**src/rtl/tx_serializer.sv**
```systemverilog
// ---------------------------------------------------------------------------
// tx_serializer
//
// Serial transmitter at the output end of the memory read path. A TxData
// request in IDLE captures DataIn and sends one framed character on TxOut:
// start bit (0), DATA_WIDTH data bits LSB first, an optional even-parity bit,
// and a stop bit (1). Each bit lasts BIT_CYCLES clocks. A one-cycle TxDone
// pulse follows the edge that ends the stop bit.
//
// Ports
//   Clk          in   system clock, rising edge
//   Reset        in   asynchronous, active-high reset
//   TxData       in   transmit request, sampled only in IDLE
//   DataIn       in   character to send, captured on the accepting edge
//   TxOut        out  serial line, idles high (registered)
//   TxBusy       out  high from the accepting edge to the STOP->IDLE edge
//   TxDone       out  one-cycle pulse after the final stop cycle
//   dbg_state_o  out  current FSM state (IDLE=0 START=1 DATA=2 PARITY=3 STOP=4)
//
// Handshake: TxData is a level request examined only while the FSM is in
// IDLE; the edge that sees it high is the accepting edge. Requests in any
// other state are dropped, not queued. TxDone is the completion strobe and is
// never high together with TxBusy.
// ---------------------------------------------------------------------------
module tx_serializer #(
  parameter int DATA_WIDTH = 8,
  parameter int BIT_CYCLES = 4,
  parameter int PARITY_EN  = 0
) (
  input  logic                  Clk,
  input  logic                  Reset,
  input  logic                  TxData,
  input  logic [DATA_WIDTH-1:0] DataIn,
  output logic                  TxOut,
  output logic                  TxBusy,
  output logic                  TxDone,
  output logic [2:0]            dbg_state_o
);

  localparam int CW = (BIT_CYCLES > 1) ? $clog2(BIT_CYCLES) : 1;
  localparam int BW = (DATA_WIDTH > 1) ? $clog2(DATA_WIDTH) : 1;
  localparam logic [CW-1:0] CYC_LAST = CW'(BIT_CYCLES - 1);
  localparam logic [BW-1:0] BIT_LAST = BW'(DATA_WIDTH - 1);

  typedef enum logic [2:0] {
    S_IDLE   = 3'd0,
    S_START  = 3'd1,
    S_DATA   = 3'd2,
    S_PARITY = 3'd3,
    S_STOP   = 3'd4
  } state_t;

  state_t                state_q, state_d;
  logic [DATA_WIDTH-1:0] shift_q, shift_d;
  logic [BW-1:0]         bit_q, bit_d;
  logic [CW-1:0]         cyc_q, cyc_d;
  logic                  par_q, par_d;
  logic                  tx_q, tx_d;
  logic                  busy_q, busy_d;
  logic                  done_q, done_d;
  logic                  bit_end;

  // Last clock of the current serial bit.
  assign bit_end = (cyc_q == CYC_LAST);

  always_ff @(posedge Clk or posedge Reset) begin
    if (Reset) begin
      state_q <= S_IDLE;
      shift_q <= '0;
      bit_q   <= '0;
      cyc_q   <= '0;
      par_q   <= 1'b0;
      tx_q    <= 1'b1;
      busy_q  <= 1'b0;
      done_q  <= 1'b0;
    end else begin
      state_q <= state_d;
      shift_q <= shift_d;
      bit_q   <= bit_d;
      cyc_q   <= cyc_d;
      par_q   <= par_d;
      tx_q    <= tx_d;
      busy_q  <= busy_d;
      done_q  <= done_d;
    end
  end

  // tx_d always carries the value of the bit that starts on this edge, so
  // TxOut can be a plain register with no output decode.
  always_comb begin
    state_d = state_q;
    shift_d = shift_q;
    bit_d   = bit_q;
    par_d   = par_q;
    tx_d    = tx_q;
    busy_d  = busy_q;
    done_d  = 1'b0;
    cyc_d   = bit_end ? '0 : cyc_q + 1'b1;

    unique case (state_q)
      S_IDLE: begin
        tx_d   = 1'b1;
        busy_d = 1'b0;
        cyc_d  = '0;
        if (TxData) begin
          shift_d = DataIn;
          par_d   = 1'b0;
          bit_d   = '0;
          tx_d    = 1'b0;
          busy_d  = 1'b1;
          state_d = S_START;
        end
      end
      S_START: begin
        if (bit_end) begin
          tx_d    = shift_q[0];
          state_d = S_DATA;
        end
      end
      S_DATA: begin
        if (bit_end) begin
          shift_d = shift_q >> 1;
          par_d   = par_q ^ shift_q[0];
          bit_d   = bit_q + 1'b1;
          if (bit_q == BIT_LAST) begin
            bit_d = '0;
            if (PARITY_EN != 0) begin
              // Parity must include the bit that is finishing right now.
              tx_d    = par_q ^ shift_q[0];
              state_d = S_PARITY;
            end else begin
              tx_d    = 1'b1;
              state_d = S_STOP;
            end
          end else begin
            tx_d = shift_d[0];
          end
        end
      end
      S_PARITY: begin
        if (bit_end) begin
          tx_d    = 1'b1;
          state_d = S_STOP;
        end
      end
      S_STOP: begin
        if (bit_end) begin
          tx_d    = 1'b1;
          busy_d  = 1'b0;
          done_d  = 1'b1;
          state_d = S_IDLE;
        end
      end
      default: begin
        tx_d    = 1'b1;
        busy_d  = 1'b0;
        state_d = S_IDLE;
      end
    endcase
  end

  assign TxOut       = tx_q;
  assign TxBusy      = busy_q;
  assign TxDone      = done_q;
  assign dbg_state_o = state_q;

endmodule
```
**config.mk**
```make
export PLATFORM = sky130hd
export DESIGN_NAME = tx_serializer
export DESIGN_NICKNAME = d
export VERILOG_FILES = /design/src/rtl/tx_serializer.sv
export SDC_FILE = /design/constraint.sdc
export NUM_CORES = 1
export LEC_CHECK = 0
export BUFFER_PORTS_ARGS = -buffer_cell sky130_fd_sc_hd__buf_2
export CAP_MARGIN = 15
export CORE_MARGIN = 8
export CORE_UTILIZATION = 35
export DETAILED_ROUTE_END_ITERATION = 6
export SYNTH_ARGS = -nofsm -noshare
export SYNTH_HDL_FRONTEND = slang
export SYNTH_SLANG_ARGS = --single-unit
```
**constraint.sdc**
```tcl
create_clock -name Clk -period 1.5 [get_ports Clk]
set_input_delay 0.375 -clock Clk [delete_from_list [all_inputs] [get_ports Clk]]
set_output_delay 0.375 -clock Clk [all_outputs]
set_load 0.1 [all_outputs]
```
**Word-level counts from Yosys, hierarchy flattened**

Cells that the tools add are included.

- Bits in registers: 19
- Input port bits: 11
- Output and inout port bits: 6
- Logic and storage cells: 58

- Add/sub/neg operators: 2
- Equal/unequal tests: 13
- Multiplexer cells: 27
- Bitwise logic cells: 1
- Reductions and logical operators: 8

Operator list:

| operator | count |
|---|---|
| 2-to-1 mux 3 bit | 9 |
| 2-to-1 mux 8 bit | 2 |
| one-hot mux 8 bit (2 select lines) | 1 |
| one-hot mux 3 bit (5 select lines) | 1 |
| inequality test 2 bit, second input constant | 6 |
| 2-to-1 mux 1 bit | 9 |
| equality test 3 x 2 -> 1 bit, second input constant | 2 |
| equality test 3 bit, second input constant | 2 |
| one-hot mux 3 bit (2 select lines) | 1 |
| AND reduction 3 bit | 2 |
| AND reduction 6 bit | 1 |
| 2-to-1 mux 2 bit | 2 |
| one-hot mux 1 bit (4 select lines) | 1 |
| adder 3 x 1 -> 3 bit, second input constant | 1 |
| equality test 3 x 1 -> 1 bit, second input constant | 1 |
| logical NOT 3 bit | 1 |
| one-hot mux 1 bit (3 select lines) | 1 |
| OR reduction 3 bit | 1 |
| adder 2 x 1 -> 2 bit, second input constant | 1 |
| equality test 2 bit, second input constant | 1 |
| inequality test 2 x 1 -> 1 bit, second input constant | 1 |
| AND reduction 2 bit | 1 |
| nonzero test 2 bit | 1 |
| OR reduction 2 bit | 1 |
| NOT 1 bit | 1 |

**Depth between registers and ports, before layout**

Gate-level depths: netlist of run 1.

- Depth in word-level cells: 4
- Gate-level depth with buffers: 6
- Depth with buffers taken out: 5

**Least setup slack after synthesis of run 1**

OpenSTA, ideal clock, no wires.

- Kind: register to register
- Start point: register state_q[1] (netlist: dbg_state_o[1])
- End point: register shift_q[0]
- Library setup time: 0.119 ns
- Arrival time: 1.781 ns
- Required time: 1.381 ns
- Path slack: -0.400 ns
- Stages on the path, launching flop included: 7
- Path buffers: 2
- Cells stage by stage: dfrtp_1 buf_6 inv_4 nor3_4 buf_6 mux2i_1 o21ai_2

- Longest elaborated chain between the ends: 3
- Elaborated cells between the ends (all ways): 7

RTL lines:

| element | RTL line | source |
|---|---|---|
| start, declared | 53 | `state_t state_q, state_d;` |
| start signal, assigned | 77 | `state_q <= state_d;` |
| equality test 3 x 2 -> 1 bit or logical NOT 3 bit (tied branches) | 100 | `unique case (state_q)` |
| inequality test 2 bit (no source line) or nonzero test 2 bit (tied branches) | - |  |
| AND reduction 3 bit (no source line) | - |  |
| end signal, assigned | 78 | `shift_q <= shift_d;` |
| end, declared | 54 | `logic [DATA_WIDTH-1:0] shift_q, shift_d;` |

Several ways; a longest one is shown, not always the timed one.
A chain may end at the register's enable or synchronous reset.

**Worst setup path in the final report of run 1**

- Start point: register state_q[1] (netlist: dbg_state_o[1])
- End point: output dbg_state_o[1]

RTL lines:

| element | RTL line | source |
|---|---|---|
| end, declared | 37 | `output logic [2:0] dbg_state_o` |

No word-level cell between the ends.

==> metrics.md, run 1 <==
| Metric | Value |
|---|---|
| Status | `finished, final reports clean` |
| Drt pass-1 iters | `4` |
| Multi-input gate area | `429 um^2` |
| Largest net degree at the start of global routing | `23` |
| Filler cells | `270` |
| Core area | `2690 um^2` |
| H-tree Lvls | `1` |
| CTS tree | `built` |
| Minimum clock period | `1.44 ns` |
| HP Class | `primary input to async pin` |
| Placed Instance Area | `1150 um^2` |
| Top-area cell type share of the netlist area | `0.464` |
| Final setup vio count | `0` |
| Die extent in x | `68.7 um` |
| Crit-path slowest cell | `dfrtp_4` |
| Ant diodes | `0` |
| Starting Density | `0.361` |
| Number of synthesized flops with an enable pin | `0` |
| First-pass GRT wire length | `3.10 mm` |
| Tot GR Track Use | `0.0863` |
| Buf/Inv on CP | `1` |
| Mapped Area | `971 um^2` |
| Flops & latches, synth | `19` |
| Row cnt | `19` |
| Post-Route WL | `1.81 mm` |
| Synth-to-Final Area Change | `22.8%` |
| Crit path arrival time | `1.07 ns` |
| Fin. Hold Viols | `0` |
| Remaining Overflow, GRT | `0` |
| Achievable Freq | `693 MHz` |
| Clock latency on the worst-skew pair | `0.30 ns` |
| R2R Path Start | `dbg_state_o[1]` |
| Buffers on Ports | `16` |
| Share of cells above drive strength 1 | `0.348` |
| Cells after Synth | `94` |
| Bufs on Longest Clock Path | `2` |
| Synthesized area per cell | `10.3 um^2` |
| Die height | `68.7 um` |
| Slew headroom | `0.676` |
| Critical path class | `flip-flop to output port` |
| Clock root buffer | `clkbuf_4` |
| Number of global-route vias before repair | `702` |
| Clock sinks | `19` |
| Crit-path max FO | `11` |
| Leak | `0.533 nW` |
| CP required | `1.12 ns` |
| Setup Skew | `0.00637 ns` |
| Die area | `4720 um^2` |
| DP HPWL | `1.36 mm` |
| Final Cycle Share | `0.962` |
| Netlist cell types | `26` |
| Ports | `17` |
| Initial antenna violation count | `0` |
| CP Launch Type | `flip-flop` |
| TritonCTS buffer count | `3` |
| Seq. cell area | `485 um^2` |
| Crit end category | `output port` |
| Post-route cell area | `1190 um^2` |
| Leading area contributor after synthesis | `dfrtp_1` |
| Fin util | `0.444` |
| Vias/cell | `5.20` |
| Maximum VDD drop | `1480 uV` |
| Worst-Margin Slew | `0.489 ns` |
| R2R setup slack | `0.10 ns` |
| Ys flop type | `dfrtp_1` |
| Fin. max-slew vios | `0` |
| Vias | `744` |
| Commonest cells in the netlist | `dfrtp_1 (18), nand2_1 (18), o21ai_2 (8)` |
| Syn Nets | `108` |
| Clock slew at reported path FFs | `0.11 ns` |
| Worst reg2reg path endpoint | `shift_q[7]` |
| Ys async rst share | `1.00` |
| Synth top area cells | `dfrtp_1 (46%), mux2i_1 (7.2%), o21ai_2 (7.2%), nand2_1 (7.0%), ha_1 (3.9%)` |
| Max Cap Viol | `0` |
| Antenna Violating Nets Remaining | `0` |
| DR WL/cell | `12.6 um` |
| Nets | `127` |
| Power density cells | `2150 nW/um^2` |
| Seq/Total Area, Yosys | `0.491` |
| Final Wtd Congestion | `0.827` |
| Top delay family on crit path | `flip-flops` |
| Critical Path, Cell by Cell | `buf_12` |
| Hold Buf Count CTS | `0` |
| DRT iter0 DRCs | `15` |
| DRC violations left | `0` |
| Worst Reg2Reg Path Length in Cells | `5` |
| Crit-path max cell delay | `0.57 ns` |
| Total number of yosys warnings | `0` |
| RSZ-0062 raised after global routing | `no` |
[flip-flops by register name, indices dropped and copies added, names as in the netlist]
register and flops:
TxBusy 1, dbg_state_o 3, cyc_q 2, shift_q 8, bit_q 3, TxDone 1, TxOut 1
[power breakdown]
part,internal [mW],total [mW],switching [mW],leakage (nW)
clock,0.0993,0.256,0.156,0.0177
sequential,0.733,0.954,0.221,0.237
combinational,0.541,1.36,0.818,0.278
total,1.37,2.57,1.20,0.533
[per-layer routing]
metal / vias to the layer above / wire length [um] / GRT usage
li1: 365 / - / -
met1: 361 / 848 / 0.106
met2: 16 / 842 / 0.132
met3: 2 / 99 / 0.0226
met4: 0 / 16 / 0.0537
met5: - / 0 / 0
[logic make-up after synthesis]
group,Yosys count,share of synthesized area
buffers and inverters,9,0.0696
AND/OR/NAND/NOR,33,0.158
AO/OA/AOI/OAI,23,0.170
flip-flops,19,0.491
multiplexers,7,0.0722
adder cells (fa/ha/maj),3,0.0387
[placed cells by master (no fill, tap or decap), types with 2 or more instances in the layout]
cell type / synthesis / layout
o21ai_0: 4 / 4
nor3_1: 5 / 5
dfrtp_4: 0 / 2
clkbuf_4: 0 / 3
mux2i_1: 7 / 7
nor2b_1: 2 / 2
buf_12: 0 / 6
o21ai_1: 2 / 2
inv_1: 2 / 2
dfrtp_1: 18 / 15
buf_2: 1 / 11
buf_4: 2 / 3
nor2_1: 4 / 4
nand2_1: 18 / 18
a21oi_1: 4 / 4
o21ai_2: 8 / 8
ha_1: 3 / 2
[per-stage QoR]
stage | hold WS, ns | cells | setup slack, ns | TNS (ns) | power [mW]
5_1_grt | 0.0789 | 143 | 0.00551 | 0 | 2.74
3_5_place_dp | 0.409 | 138 | 0.0689 | 0 | 2.32
3_3_place_gp | 0.406 | 138 | 0.125 | 0 | 2.29
2_1_floorplan | 0.325 | 94 | -0.0309 | -0.216 | 1.97
6_report | 0.0746 | 143 | 0.0565 | 0 | 2.57
4_1_cts | 0.0669 | 142 | 0.0366 | 0 | 2.59
[how the worst max path moves through the flow]
stage | cells after the start | startpoint | endpoint | slack [ns]
floorplan | 6 | dbg_state_o[1] | shift_q[0] | -0.03
global placement | 5 | cyc_q[0] | shift_q[7] | 0.13
detailed placement | 5 | cyc_q[0] | shift_q[7] | 0.07
CTS | 1 | dbg_state_o[0] | dbg_state_o[0] | 0.04
global route | 5 | bit_q[0] | TxOut | 0.006
finish | 1 | dbg_state_o[1] | dbg_state_o[1] | 0.06
[cell type report]
type / count / area share
Clock buffer: 3 / 0.0189
Inverter: 3 / 0.0115
Tap cell: 31 / 0.0325
Multi-Input combinational cell: 66 / 0.360
Sequential cell: 19 / 0.407
Timing Repair Buffer: 20 / 0.166
Clock inverter: 1 / 0.00420
[timing repair]
action | 4_1_cts | 5_1_grt
endpoints found under the setup margin | 1 | 4
buffers inserted | 0 | 1
cloned | 0 | 0
resized for setup | 1 | 1
Power figures use the tool's default switching activity.
==> inputs of run 2 (changes only) <==
--- a/config.mk
+++ b/config.mk
@@ -8,7 +8,7 @@
 export BUFFER_PORTS_ARGS = -buffer_cell sky130_fd_sc_hd__buf_2
 export CAP_MARGIN = 15
 export CORE_MARGIN = 8
-export CORE_UTILIZATION = 35
+export CORE_UTILIZATION = 39
 export DETAILED_ROUTE_END_ITERATION = 6
 export SYNTH_ARGS = -nofsm -noshare
 export SYNTH_HDL_FRONTEND = slang
==> constraint.sdc (replaced) <==
create_clock -name Clk -period 1.4 [get_ports Clk]
set_input_delay 0.35 -clock Clk [delete_from_list [all_inputs] [get_ports Clk]]
set_output_delay 0.35 -clock Clk [all_outputs]
set_load 0.1 [all_outputs]
==> run 2 against run 1 <==
The flow now finishes with violations (negative setup slack). First-iteration DRC count is 40% lower. Clock skew is 0.0047 ns higher. Sequential power is 3.4% higher. Largest cell class unchanged.
==> metrics.md, run 2 (same netlist as run 1, synthesis figures left out) <==
| Metric | Value |
|---|---|
| HP Class | `primary input to async pin` |
| Clock sinks | `19` |
| Minimum clock period | `1.41 ns` |
| Buffers on Ports | `16` |
| RSZ-0062 raised after global routing | `yes` |
| Most common cell after layout, fill and taps aside | `nand2_1` |
| Clock root buffer | `clkbuf_4` |
| Max Cap Viol | `0` |
| Setup Skew | `0.0111 ns` |
| Leak | `0.599 nW` |
| Most flops, register | `shift_q` |
| Post-Route WL | `2.05 mm` |
| Maximum VDD drop | `1380 uV` |
| Worst-Margin Slew | `0.437 ns` |
| Sw frac | `0.450` |
| Combinational share of power | `0.595` |
| Number of global-route vias before repair | `741` |
| First-pass GRT wire length | `3.26 mm` |
| Die height | `65.9 um` |
| Die extent in x | `65.9 um` |
| Worst Reg2Reg Path Length in Cells | `6` |
| Initial antenna violation count | `0` |
| Crit path arrival time | `1.65 ns` |
| Die area | `4340 um^2` |
| Post-route cell area | `1360 um^2` |
| Worst setup margin | `-0.0126 ns` |
| Share of cells above drive strength 1 | `0.479` |
| Final Wtd Congestion | `0.908` |
| CTS tree | `built` |
| Setup crit start | `cyc_q[0]` |
| Crit-path max FO | `11` |
| CP required | `1.63 ns` |
| Critical path class | `flip-flop to flip-flop` |
| Reg power frac | `0.317` |
| Starting Density | `0.403` |
| Nets | `134` |
| Fin cells | `149` |
| Achievable Freq | `708 MHz` |
| TritonCTS buffer count | `3` |
| Worst reg2reg path endpoint | `shift_q[4]` |
| Drt pass-1 iters | `4` |
| Final Cycle Share | `1.01` |
| Slew headroom | `0.708` |
| Vias | `736` |
| Row cnt | `18` |
| Dpl cells | `140` |
| Max FFs per register | `8` |
| Bufs on Longest Clock Path | `2` |
| R2R setup slack | `-0.01 ns` |
| Final setup vio count | `6` |
| Vias/cell | `4.94` |
| Worst setup path end | `shift_q[4]` |
| Placed Instance Area | `1200 um^2` |
| DRC violations left | `0` |
| Fin. max-slew vios | `0` |
| CP Launch Type | `flip-flop` |
| Clock slew at reported path FFs | `0.11 ns` |
| Tot GR Track Use | `0.0948` |
| Most frequent cells in the layout | `nand2_1 (15), dfrtp_1 (14), buf_2 (10)` |
| R2R Path Start | `cyc_q[0]` |
| Clock power share | `0.087` |
| H-tree Lvls | `1` |
| Ports | `17` |
| Net Sw Power | `1.40 mW` |
| Largest net degree at the start of global routing | `23` |
| Status | `finished with violations` |
| Synth-to-Final Area Change | `39.6%` |
| Core area | `2410 um^2` |
| Setup TNS | `-0.0525 ns` |
| Power density cells | `2290 nW/um^2` |
| Fin. Hold Viols | `0` |
| Ant diodes | `0` |
| Crit end category | `flip-flop` |
| DP HPWL | `1.42 mm` |
| DR WL/cell | `13.8 um` |
| Remaining Overflow, GRT | `0` |
| P_int | `1.71 mW` |
| Post-Route Hold Slack | `0.0304 ns` |
| Antenna Violating Nets Remaining | `0` |
| Failing checks | `negative setup slack` |
| DRT iter0 DRCs | `9` |
| Clock latency on the worst-skew pair | `0.29 ns` |
-- run 2: area by class of cell --
class / count / area [um^2]
Sequential cell: 19 / 487
Timing Repair Buffer: 27 / 313
Tap cell: 30 / 37.5
Multi-Input combinational cell: 66 / 477
Clock inverter: 1 / 5.00
Inverter: 3 / 13.8
Clock buffer: 3 / 22.5
Fill cell: 203 / 1050
-- run 2: per-layer routing --
metal / up-vias / global-route usage / part of all wire
met5: - / 0 / 0
met3: 2 / 0.0254 / 0.037
met4: 0 / 0.0463 / 0.012
met2: 18 / 0.157 / 0.51
met1: 337 / 0.110 / 0.44
li1: 379 / - / -
-- run 2: worst max-delay path: stages, from the launching register on --
cell and delay (ns):
dfrtp_1 0.42, ha_4 0.19, and2_4 0.17, o21ai_4 0.25, clkbuf_16 0.22, nand2_1 0.07, o21ai_2 0.05
-- run 2: repair_timing --
action,4_1_cts,5_1_grt
buffers inserted,1,2
setup endpoints to repair,6,14
hold buffers,0,0
gates resized for setup,1,14
endpoints found under the hold margin,0,0
pin swaps,0,4
gates cloned,0,2
-- run 2: power by group through the flow --
stage	Sequential [mW]	Combinational (mW)	Clock, mW
final	0.986	1.85	0.272
after global routing	1.02	2.00	0.313
after CTS	0.972	1.63	0.284
after detailed placement	0.989	1.60	0
after global placement	0.977	1.58	0
after floorplan	1.33	0.782	0
-- run 2: how the worst min path moves through the flow --
stage / startpoint / cells after the start / to / slack [ns]
floorplan: Reset / 1 / TxDone / 0.30
global placement: Reset / 2 / shift_q[2] / 0.36
detailed placement: Reset / 2 / shift_q[2] / 0.37
CTS: Reset / 2 / shift_q[2] / 0.03
global route: Reset / 2 / shift_q[2] / 0.04
finish: Reset / 2 / shift_q[2] / 0.03
-- run 2: stage by stage --
stage	util	setup WS, ns	power (mW)
CTS	0.516	-0.000290	2.89
detailed placement	0.500	-0.0155	2.59
global placement	0.500	0.0337	2.55
global route	0.562	-0.0763	3.33
finish	0.562	-0.0126	3.11
floorplan	-	-0.131	2.12
==> inputs of run 3 (changes only) <==
--- a/config.mk
+++ b/config.mk
@@ -5,6 +5,7 @@
 export SDC_FILE = /design/constraint.sdc
 export NUM_CORES = 1
 export LEC_CHECK = 0
+export ABC_AREA = 1
 export BUFFER_PORTS_ARGS = -buffer_cell sky130_fd_sc_hd__buf_2
 export CAP_MARGIN = 15
 export CORE_MARGIN = 8
==> run 3 against run 2 <==
The run still ends with negative setup slack left. Clock power increased by 3%. Die area rose by 2.5%. Synthesized area grew 3.4%. Final area grew 3.9%. Clock skew is 0.0061 ns lower. Routed wire length is 15% higher. Critical path depth increased by 2. Register-to-register slack worse by 0.02 ns. Largest power group unchanged. Sequential power about the same.
==> metrics.md, run 3 <==
| Metric | Value |
|---|---|
| Status | `finished with violations` |
| Failing checks | `negative setup slack` |
| Met3 Use GR | `0.0285` |
| Most flops, register | `shift_q` |
| CP required | `1.62 ns` |
| Routing usage on met1 | `0.114` |
| DR WL/cell | `12.2 um` |
| DRT iter0 DRCs | `21` |
| Crit-path max FO | `2` |
| Synth top area cells | `dfrtp_1 (45%), nand2_1 (25%), inv_1 (4.1%), ha_1 (3.7%), dfstp_2 (2.6%)` |
| Reg power frac | `0.282` |
| Cells after Synth | `132` |
| RSZ-0062 raised after global routing | `yes` |
| Combinational share of power | `0.640` |
| Dpl cells | `179` |
| Seq/Total Area, Yosys | `0.475` |
| Crit path arrival time | `1.66 ns` |
| Met2 usage | `0.188` |
| Initial antenna violation count | `0` |
| Die height | `66.7 um` |
| Slew headroom | `0.737` |
| Synth-to-Final Area Change | `40.3%` |
| Share of cells above drive strength 1 | `0.311` |
| Worst-Margin Slew | `0.395 ns` |
| Most Crowded Layer GR | `met2` |
| Row cnt | `18` |
| Achievable Freq | `696 MHz` |
| Total number of yosys warnings | `0` |
| Setup Skew | `0.00499 ns` |
| Clock sinks | `19` |
| Mapped Area | `1000 um^2` |
| Ys flop type | `dfrtp_1` |
| Largest net degree at the start of global routing | `11` |
| Post-route cell area | `1410 um^2` |
| Hold Buf Count CTS | `0` |
| Netlist cell types | `20` |
| CTS tree | `built` |
| Net Sw Power | `1.73 mW` |
| Minimum clock period | `1.44 ns` |
| Most frequent cell after synthesis | `nand2_1` |
| First-pass GRT wire length | `3.66 mm` |
| Remaining Overflow, GRT | `0` |
| Most common cell after layout, fill and taps aside | `nand2_1` |
| Final setup vio count | `6` |
| Final Wtd Congestion | `0.818` |
| CP Launch Type | `flip-flop` |
| Die extent in x | `66.7 um` |
| Post-Route Hold Slack | `0.0111 ns` |
| Seq. cell area | `485 um^2` |
| Number of synthesized flops with an enable pin | `0` |
| HP Class | `primary input to async pin` |
| Fin. max-slew vios | `0` |
| Final Cycle Share | `1.03` |
| Starting Density | `0.409` |
| Nets | `179` |
| Vias | `925` |
| Most frequent cells in the layout | `nand2_1 (64), dfrtp_1 (15), buf_4 (11)` |
| Multi-input gate area | `499 um^2` |
| Die area | `4450 um^2` |
| Leading area contributor after synthesis | `dfrtp_1` |
| Buffers on Ports | `16` |
| Bufs on Longest Clock Path | `2` |
| Fin util | `0.573` |
| Max FFs per register | `8` |
| Placed Instance Area | `1230 um^2` |
| Setup TNS | `-0.0977 ns` |
| Vias/cell | `4.77` |
| Ports | `17` |
| Clock root buffer | `clkbuf_4` |
| Worst setup margin | `-0.0362 ns` |
| TritonCTS buffer count | `3` |
| Ys async rst share | `1.00` |
| Max Cap Viol | `0` |
| Drt pass-1 iters | `4` |
| Flops & latches, synth | `19` |
| DP HPWL | `1.66 mm` |
| Sw frac | `0.486` |
| Clock slew at reported path FFs | `0.11 ns` |
| Ant diodes | `0` |
| Clock latency on the worst-skew pair | `0.29 ns` |
| Clock power share | `0.079` |
| Synthesized area per cell | `7.60 um^2` |
| Power density cells | `2520 nW/um^2` |
| Fin cells | `194` |
| H-tree Lvls | `1` |
| Critical path class | `flip-flop to flip-flop` |
| Commonest cells in the netlist | `nand2_1 (66), dfrtp_1 (18), inv_1 (11)` |
| Post-Route WL | `2.36 mm` |
| Tot GR Track Use | `0.105` |
| DRC violations left | `0` |
| Top-area cell type share of the netlist area | `0.449` |
| Number of global-route vias before repair | `904` |
| Filler cells | `237` |
| Antenna Violating Nets Remaining | `0` |
| Core area | `2450 um^2` |
| Crit end category | `flip-flop` |
| Syn Nets | `146` |
| Maximum VDD drop | `1340 uV` |
| P_int | `1.82 mW` |
| Leak | `0.754 nW` |
| Fin. Hold Viols | `0` |
-- run 3: changes by cell type in the layout (fill, tap and decap cells not counted), moves of 4 or more --
cell,delta
nand2_1,+49
o21ai_2,-9
inv_1,+7
mux2i_1,-7
buf_4,+4
nand3_1,+4
nor3_1,-4
-- run 3: metrics by stage --
step                power, mW  setup WS, ns
floorplan                2.32       -0.0558
global placement         2.79        0.0838
detailed placement       2.85        0.0585
CTS                      3.19       -0.0258
global route             3.80        -0.130
finish                   3.55       -0.0362
-- run 3: final timing paths --
kind / startpoint / end / slack (ns) / cells after the start
min in group Clk: TxData / dbg_state_o[0] / 0.31 / 3
min: Reset / cyc_q[1] / 0.01 / 2
min reg2reg: cyc_q[0] / cyc_q[0] / 0.45 / 1
max reg2reg: bit_q[0] / TxOut / -0.04 / 8
max in group asynchronous: Reset / shift_q[3] / 0.90 / 3
max: bit_q[0] / TxOut / -0.04 / 8
-- run 3: cell type report --
type | count | area share
Tap cell | 30 | 0.0267
Clock buffer | 4 | 0.0187
Timing Repair inverter | 1 | 0.00444
Sequential cell | 19 | 0.345
Inverter | 13 | 0.0409
Multi-Input combinational cell | 97 | 0.355
Timing Repair Buffer | 30 | 0.210
-- run 3: cells by family (layout without fill, tap and decap cells) --
kind of cell	after synthesis	count (layout)	share of synthesized area
flops	19	19	0.475
simple gates	85	85	0.369
fa+ha+maj	3	3	0.0374
compound gates	9	9	0.0486
buf+inv	16	48	0.0698
-- run 3: routing by layer --
layer / wire (um) / vias up
li1: - / 475
met1: 977 / 422
met2: 1220 / 24
met3: 127 / 4
met4: 34 / 0
met5: 0 / -
-- run 3: power groups by stage --
stage                     registers [mW]  logic, mW  clock network [mW]
after CTS                           1.01       1.89               0.288
after global routing                1.03       2.46               0.310
after floorplan                     1.39      0.937                   0
final                               1.00       2.27               0.279
after detailed placement            1.02       1.83                   0
after global placement              1.01       1.78                   0
-- run 3: timing repair --
item / in CTS / in global routing
pin swaps: 0 / 5
endpoints found under the setup margin: 2 / 18
buffers inserted: 2 / 8
resized for setup: 4 / 10
gates cloned: 0 / 1
-- run 3: critical path: stages, from the launching register on --
cell and delay (ns):
dfrtp_1 0.40, ha_1 0.21, ha_2 0.18, inv_1 0.07, nand2_1 0.05, nand3_1 0.06, nand2_1 0.06, o21ai_0 0.25
nand2_1 0.08
